**src/rtl/dmem_loader.sv**
```systemverilog
// dmem_loader: packs pairs of UART bytes into 12-bit words and writes them
// sequentially into data memory starting at a programmable base address.
// Optional feature macro: DMEM_LOADER_CHECKSUM_EN (trailing XOR checksum byte).
module dmem_loader #(
  parameter int unsigned N         = 17,
  parameter int unsigned MAX_WORDS = 4096
) (
  input  logic         clk,
  input  logic         rst,
  input  logic         start,
  input  logic [11:0]  base_addr,
  input  logic [12:0]  word_count,
  input  logic [7:0]   rx_data,
  input  logic         rx_valid,
  output logic         rx_ready,
  output logic         write_en,
  output logic [11:0]  addr,
  output logic [N-1:0] datain,
  output logic         busy,
  output logic         done,
  output logic         err
);

  localparam int unsigned AW = 12;
  localparam int unsigned CW = 13;

  typedef enum logic [2:0] {
    IDLE = 3'd0,
    LO   = 3'd1,
    HI   = 3'd2,
    WR   = 3'd3,
    FIN  = 3'd4,
    CK   = 3'd5
  } state_t;

  state_t        state;
  logic [CW-1:0] count;
  logic [7:0]    lo_byte;
  logic [CW-1:0] req_count_c;

`ifdef DMEM_LOADER_CHECKSUM_EN
  logic [7:0]    xor_acc;
`endif

  // Requested word count clamped to the memory capacity
  assign req_count_c = (word_count > CW'(MAX_WORDS)) ? CW'(MAX_WORDS) : word_count;

  // Load sequencer with registered memory-port and handshake outputs
  always_ff @(posedge clk or posedge rst) begin
    if (rst) begin
      state    <= IDLE;
      count    <= '0;
      lo_byte  <= '0;
      rx_ready <= 1'b0;
      write_en <= 1'b0;
      addr     <= '0;
      datain   <= '0;
      busy     <= 1'b0;
      done     <= 1'b0;
      err      <= 1'b0;
`ifdef DMEM_LOADER_CHECKSUM_EN
      xor_acc  <= '0;
`endif
    end else begin
      write_en <= 1'b0;
      case (state)
        IDLE: begin
          if (start) begin
            addr  <= base_addr;
            count <= req_count_c;
            done  <= 1'b0;
            err   <= 1'b0;
            busy  <= 1'b1;
`ifdef DMEM_LOADER_CHECKSUM_EN
            xor_acc <= '0;
`endif
            if (req_count_c == '0) begin
`ifdef DMEM_LOADER_CHECKSUM_EN
              state    <= CK;
              rx_ready <= 1'b1;
`else
              state    <= FIN;
              rx_ready <= 1'b0;
`endif
            end else begin
              state    <= LO;
              rx_ready <= 1'b1;
            end
          end
        end

        LO: begin
          if (rx_valid) begin
            lo_byte <= rx_data;
`ifdef DMEM_LOADER_CHECKSUM_EN
            xor_acc <= xor_acc ^ rx_data;
`endif
            state   <= HI;
          end
        end

        HI: begin
          if (rx_valid) begin
            datain   <= N'({rx_data[3:0], lo_byte});
            // Upper nibble must be zero; the word is written regardless
            if (rx_data[7:4] != 4'h0) begin
              err <= 1'b1;
            end
`ifdef DMEM_LOADER_CHECKSUM_EN
            xor_acc  <= xor_acc ^ rx_data;
`endif
            write_en <= 1'b1;
            rx_ready <= 1'b0;
            state    <= WR;
          end
        end

        WR: begin
          addr  <= addr + AW'(1);
          count <= count - CW'(1);
          // A byte offered while not ready is lost: overrun
          if (rx_valid) begin
            err <= 1'b1;
          end
          if (count == CW'(1)) begin
`ifdef DMEM_LOADER_CHECKSUM_EN
            state    <= CK;
            rx_ready <= 1'b1;
`else
            state    <= FIN;
            rx_ready <= 1'b0;
`endif
          end else begin
            state    <= LO;
            rx_ready <= 1'b1;
          end
        end

`ifdef DMEM_LOADER_CHECKSUM_EN
        CK: begin
          if (rx_valid) begin
            if (rx_data != xor_acc) begin
              err <= 1'b1;
            end
            rx_ready <= 1'b0;
            state    <= FIN;
          end
        end
`endif

        FIN: begin
          busy  <= 1'b0;
          done  <= 1'b1;
          if (rx_valid) begin
            err <= 1'b1;
          end
          state <= IDLE;
        end

        default: begin
          state    <= IDLE;
          rx_ready <= 1'b0;
          busy     <= 1'b0;
        end
      endcase
    end
  end

endmodule

```
**config.mk**
```make
export PLATFORM = sky130hd
export DESIGN_NAME = dmem_loader
export DESIGN_NICKNAME = d
export VERILOG_FILES = /design/src/rtl/dmem_loader.sv
export SDC_FILE = /design/constraint.sdc
export NUM_CORES = 1
export LEC_CHECK = 0
export CAP_MARGIN = 20
export CELL_PAD_IN_SITES_DETAIL_PLACEMENT = 1
export CELL_PAD_IN_SITES_GLOBAL_PLACEMENT = 1
export CORE_ASPECT_RATIO = 0.9
export CORE_UTILIZATION = 48
export CTS_BUF_LIST = sky130_fd_sc_hd__clkbuf_16
export CTS_CLUSTER_SIZE = 30
export DETAILED_ROUTE_END_ITERATION = 10
export DONT_BUFFER_PORTS = 1
export PLACE_DENSITY_LB_ADDON = 0.1
export SLEW_MARGIN = 20
export SYNTH_ARGS = -nofsm -noshare
export SYNTH_HDL_FRONTEND = slang
export SYNTH_SLANG_ARGS = --single-unit
```
**constraint.sdc**
```tcl
create_clock -name clk -period 2 [get_ports clk]
set_clock_uncertainty 0.1 [all_clocks]
set_input_delay 0.5 -clock clk [delete_from_list [all_inputs] [get_ports clk]]
set_output_delay 0.5 -clock clk [all_outputs]
set_load 0.01 [all_outputs]
```
### Yosys cells after proc, flatten, opt, wreduce, memory -nomap -nowiden

Index checks and enable logic that the tools add are counted.

| storage, ports and cells | value |
|---|---|
| flip-flop bits (word level) | 53 |
| word-level logic and storage cells | 68 |

| operators by class | value |
|---|---|
| bitwise logic cells | 2 |
| $lt $le $gt $ge | 1 |
| equal/unequal tests | 10 |
| muxes and demuxes | 26 |
| add/sub/neg operators | 2 |
| reductions and logical operators | 17 |

Operators with widths:

| cell | number |
|---|---|
| two-way mux 13 bit | 2 |
| case mux 13 bit (2 select lines) | 1 |
| case mux 12 bit (2 select lines) | 1 |
| two-way mux 3 bit | 5 |
| equality test 13 x 1 -> 1 bit, second input constant | 1 |
| greater-than comparator 13 bit, second input constant | 1 |
| logical NOT 13 bit | 1 |
| subtractor 13 x 1 -> 13 bit, second input constant | 1 |
| adder 12 x 1 -> 12 bit, second input constant | 1 |
| two-way mux 12 bit | 1 |
| case mux 3 bit (4 select lines) | 1 |
| two-way mux 1 bit | 11 |
| AND reduction 2 bit | 5 |
| inequality test 2 bit, second input constant | 4 |
| equality test 3 x 2 -> 1 bit, second input constant | 2 |
| AND reduction 3 bit | 2 |
| AND reduction 5 bit | 1 |
| case mux 1 bit (2 select lines) | 2 |
| case mux 1 bit (4 select lines) | 1 |
| nonzero test 2 bit | 2 |
| nonzero test 4 bit | 1 |
| OR reduction 2 bit | 2 |
| equality test 3 x 1 -> 1 bit, second input constant | 1 |
| equality test 3 bit, second input constant | 1 |
| 6 further kinds | 7 |

### Logic depth before layout (Yosys ltp)

| depth | value |
|---|---|
| depth after elaboration | 6 |
| mapped depth | 6 |
| gate-level depth less buffers | 6 |

### Least setup slack after synthesis

No wires, ideal clock.

| path | value |
|---|---|
| path type | flip-flop to flip-flop |
| start point | register count[2] |
| end point | register count[9] |
| cell stages (with the launch flop) | 5 |
| slack | 212 ps |
| data arrival time | 1,562 ps |
| setup time | 126 ps |
| path buffers | 0 |
| clock period less this slack | 1,788 ps |
| required time | 1,774 ps |
| path through | dfrtp_1 -> nor4_4 -> nand4_4 -> o41a_1 -> a221o_1 |

| between the ends | value |
|---|---|
| cells in the longest elaborated chain, start to end | 2 |

RTL lines:

| element | line | text |
|---|---|---|
| start: declaration | 37 | `logic [CW-1:0] count;` |
| start signal: assignment | 70 | `count <= req_count_c;` |
| start signal: assignment | 120 | `count <= count - CW'(1);` |
| subtractor 13 x 1 -> 13 bit | 120 |  |
| case mux 13 bit (2 select lines) | 66 | `case (state)` |

Every way passes these cells.
A chain may end at the register's enable or synchronous reset.

### Worst setup path in the final report

| path | value |
|---|---|
| start point | register count[3] |
| end point | register count[9] |

The elaborated chain is that of the path after synthesis.

==> results.yml <==
run_status:
  status: "finished, violations left"
  violations: "hold timing"
sta:
  finalCriticalPeriod_ns: 1.915
  finalSetupViolations: 0
  fin_hold_ws_ns: -0.01006
  hold_viol_final: 18
  rsz0062_at_grt: "false"
  fmax_mhz: 522.3
  final.setup.tns_ns: 0
  slew_violations: 0
  min_period_over_period_pct: 95.73
yosys:
  yosysTopAreaCell: "dfrtp_1"
  avgSynthCellArea_um2: 10.70
  yosys-top-cells-area: "dfrtp_1 49%, mux2_2 8.7%, nand2_1 3.2%, o211ai_1 1.9%, o311ai_0 1.9%"
  synth_commonest_cells: "53 x dfrtp_1, 23 x nand2_1, 21 x mux2_2"
  yosysUniqueCellTypes: 53
  yosysMostFrequentCell: "dfrtp_1"
  syn_area_mm2: 0.002706
  synth_cells: 253
  synthArstFlopShare_pct: 100.0
  ys_ff_latch: 53
  synth.top_cell.area_share_pct: 49.01
  synth_edf_count: 0
  ys.flop_type: "dfrtp_1"
  synth_seq_area_share_pct: 49.01
  synth_warnings: 0
power:
  p_comb_share_pct: 35.8
  p_int_mw: 2.905
  clock_power_share_pct: 18.7
  switching_share_pct: 39.90
  peakVddDrop_v: 0.0008553
  p_leak_nw: 1.278
  share_seq_of_total_power_pct: 45.4
  p_switching_mw: 1.929
  power.density_mw_per_mm2: 1602
clock_tree:
  path_clk_slew_ns: 0.07
  clock_sinks: 53
  cts_tree: "done"
  cts_made_buffers: 5
  ctsHtreeMaxLevel: 2
  root_buffer: "clkbuf_16"
  cts_buffer_depth: 2
  cts_hold_buf: 0
  clk_latency_ns: 0.29
cells_and_area:
  antenna_cells: 0
  final_layout_size_suffix_gt1_share_pct: 22.56
  areaGrowthSynthToFinish_pct: 11.51
  final_cells: 333
  final_nets: 305
placed_design:
  numPortBuffers: 0
  placed_cells: 324
  gp_congestion: 0.7837
  hpwl_mm: 4.923
floorplanning:
  die_w_um: 81.15
  rows: 25
  ios: 71
  die_area_mm2: 0.005943
  die_height_um: 73.24
  coreArea_mm2: 0.005349
  initial_core_util_pct: 50.60
route:
  routedWlPerCell_um: 20.26
  ant_nets: 0
  viasPerCell: 6.285
  drt_pass1_iterations: 4
  vias: 2093
  drc_errors: 0
  wl_mm: 6.746
  drt_iter0_drc: 136
job:
  maxCapViolations: 0
global_route:
  use_met1_pct: 35.00
  grt_use_met3_pct: 6.250
  use_met2_pct: 39.03
  grt_max_degree: 26
  overflow: 0
  antenna_found_initial: 0
  gr-usage-all-layers_pct: 25.11
  grt_pass1_wl_mm: 11.08
  grt_pass1_vias: 2174
  top_usage_layer: "met2"
critical_path:
  timing.rr.start: "count[3]$_DFFE_PP0P_"
  cpPeakStageDelay_ns: 0.45
  crit_path_start: "count[3]$_DFFE_PP0P_"
  cp_max_fo: 7
  critical_path.top_delay_family: "compound AO/OA/AOI/OAI gates"
  path_buf_inv: 0
  endpoint_kind: "flop"
  worstPathRequired_ns: 2.08
  crit_slowest_cell: "dfrtp_1"
  path_cells: "nor4_4, nand4_4, o41a_1, a221o_1"
  critPathLaunchType: "flop"
  critical_path_class: "flop to flop"
  critPathArrivalTime_ns: 1.99
hold_path:
  hold_class: "input pin to asynchronous set/reset pin"
## metrics by stage
stage | total power, mW | utilization [%] | worst slack, ns | area (µm²)
detailed placement | 3.920 | 53.38 | 0.05282 | 2855
CTS | 4.845 | 56.40 | 0.03126 | 3017
finish | 4.834 | 56.42 | 0.08545 | 3018
floorplan | 3.347 | - | 0.1138 | 2721
global placement | 3.827 | 53.38 | 0.1274 | 2855
global route | 5.154 | 56.42 | 0.002286 | 3018
## power groups by stage
| stage | Combinational (mW) | Clock (mW) | Sequential [mW] |
|---|---|---|---|
| CTS | 1.73 | 0.919 | 2.19 |
| floorplan | 1.27 | 0 | 2.08 |
| global route | 1.93 | 0.955 | 2.27 |
| finish | 1.73 | 0.905 | 2.20 |
| detailed placement | 1.72 | 0 | 2.21 |
| global placement | 1.64 | 0 | 2.18 |
## worst register-to-register path: cells and delay by family, from the launching register on
family	cells	cell delay [ns]
compound gates	2	0.63
simple gates	2	0.62
flops	1	0.45
## metal layers
metal,routed length [µm],share of wire [%]
met3,420,6.2
met1,3084,46
met4,77,1.1
met2,3163,47
met5,0,0
## flip-flops by register name (all words and copies together), names as in the netlist
name,count
addr,12
write_en,1
state,3
err,1
count,13
datain,12
done,1
lo_byte,8
busy,1
rx_ready,1
## path summary, 6_finish.rpt
| check | endpoint | slack, ns | depth (start not counted) |
|---|---|---|---|
| max | count[9]$_DFFE_PP0P_ | 0.09 | 4 |
| min | addr[5]$_DFFE_PP0P_ | -0.01 | 1 |
| max reg2reg | count[9]$_DFFE_PP0P_ | 0.09 | 4 |
| min reg2reg | lo_byte[0]$_DFFE_PP0P_ | 0.40 | 1 |
| max in group asynchronous | state[1]$_DFFE_PP0P_ | 1.13 | 2 |
| min in group clk | count[11]$_DFFE_PP0P_ | 0.24 | 1 |
## cells by family after synthesis
| kind of cell | share of synthesized area (%) |
|---|---|
| and+or+nand+nor | 18.12 |
| AOI/OAI and AO/OA | 16.83 |
| DFF | 49.01 |
| buffers and inverters | 4.762 |
| muxes | 9.108 |
| adders and majority gates | 1.387 |
| xor gates and xnor gates | 0.6474 |
| other | 0.1386 |
## cell type report
| type | instances | area (µm²) |
|---|---|---|
| flip-flops and latches | 53 | 1326 |
| inverters | 8 | 30.03 |
| clock inverters | 3 | 28.78 |
| well taps | 67 | 83.83 |
| repair buffers | 20 | 150.1 |
| multi-input cells | 177 | 1274 |
| clock buffers | 5 | 125.1 |
| fillers | 592 | 2331 |
## layout by cell type (no fill, tap or decap), drive strengths merged, types with 5 or more instances in the layout
cell type | netlist | layout
dfrtp | 53 | 53
nand2 | 23 | 23
mux2 | 21 | 21
buf | 12 | 20
nor2 | 11 | 11
a21oi | 11 | 11
inv | 8 | 10
o21ai | 9 | 9
nor4 | 8 | 8
o211ai | 7 | 7
o311ai | 6 | 6
nand4 | 6 | 6
nor3 | 5 | 5
nand3 | 5 | 5
a221o | 5 | 5
conb | 1 | 5
clkbuf | 7 | 5
## timing repair
action | CTS | global route
setup buffers | 1 | 0
pin swaps | 0 | 1
endpoints found under the setup margin | 2 | 4
gates resized for setup | 0 | 2
Note: power is estimated with default switching activity, not from simulation.
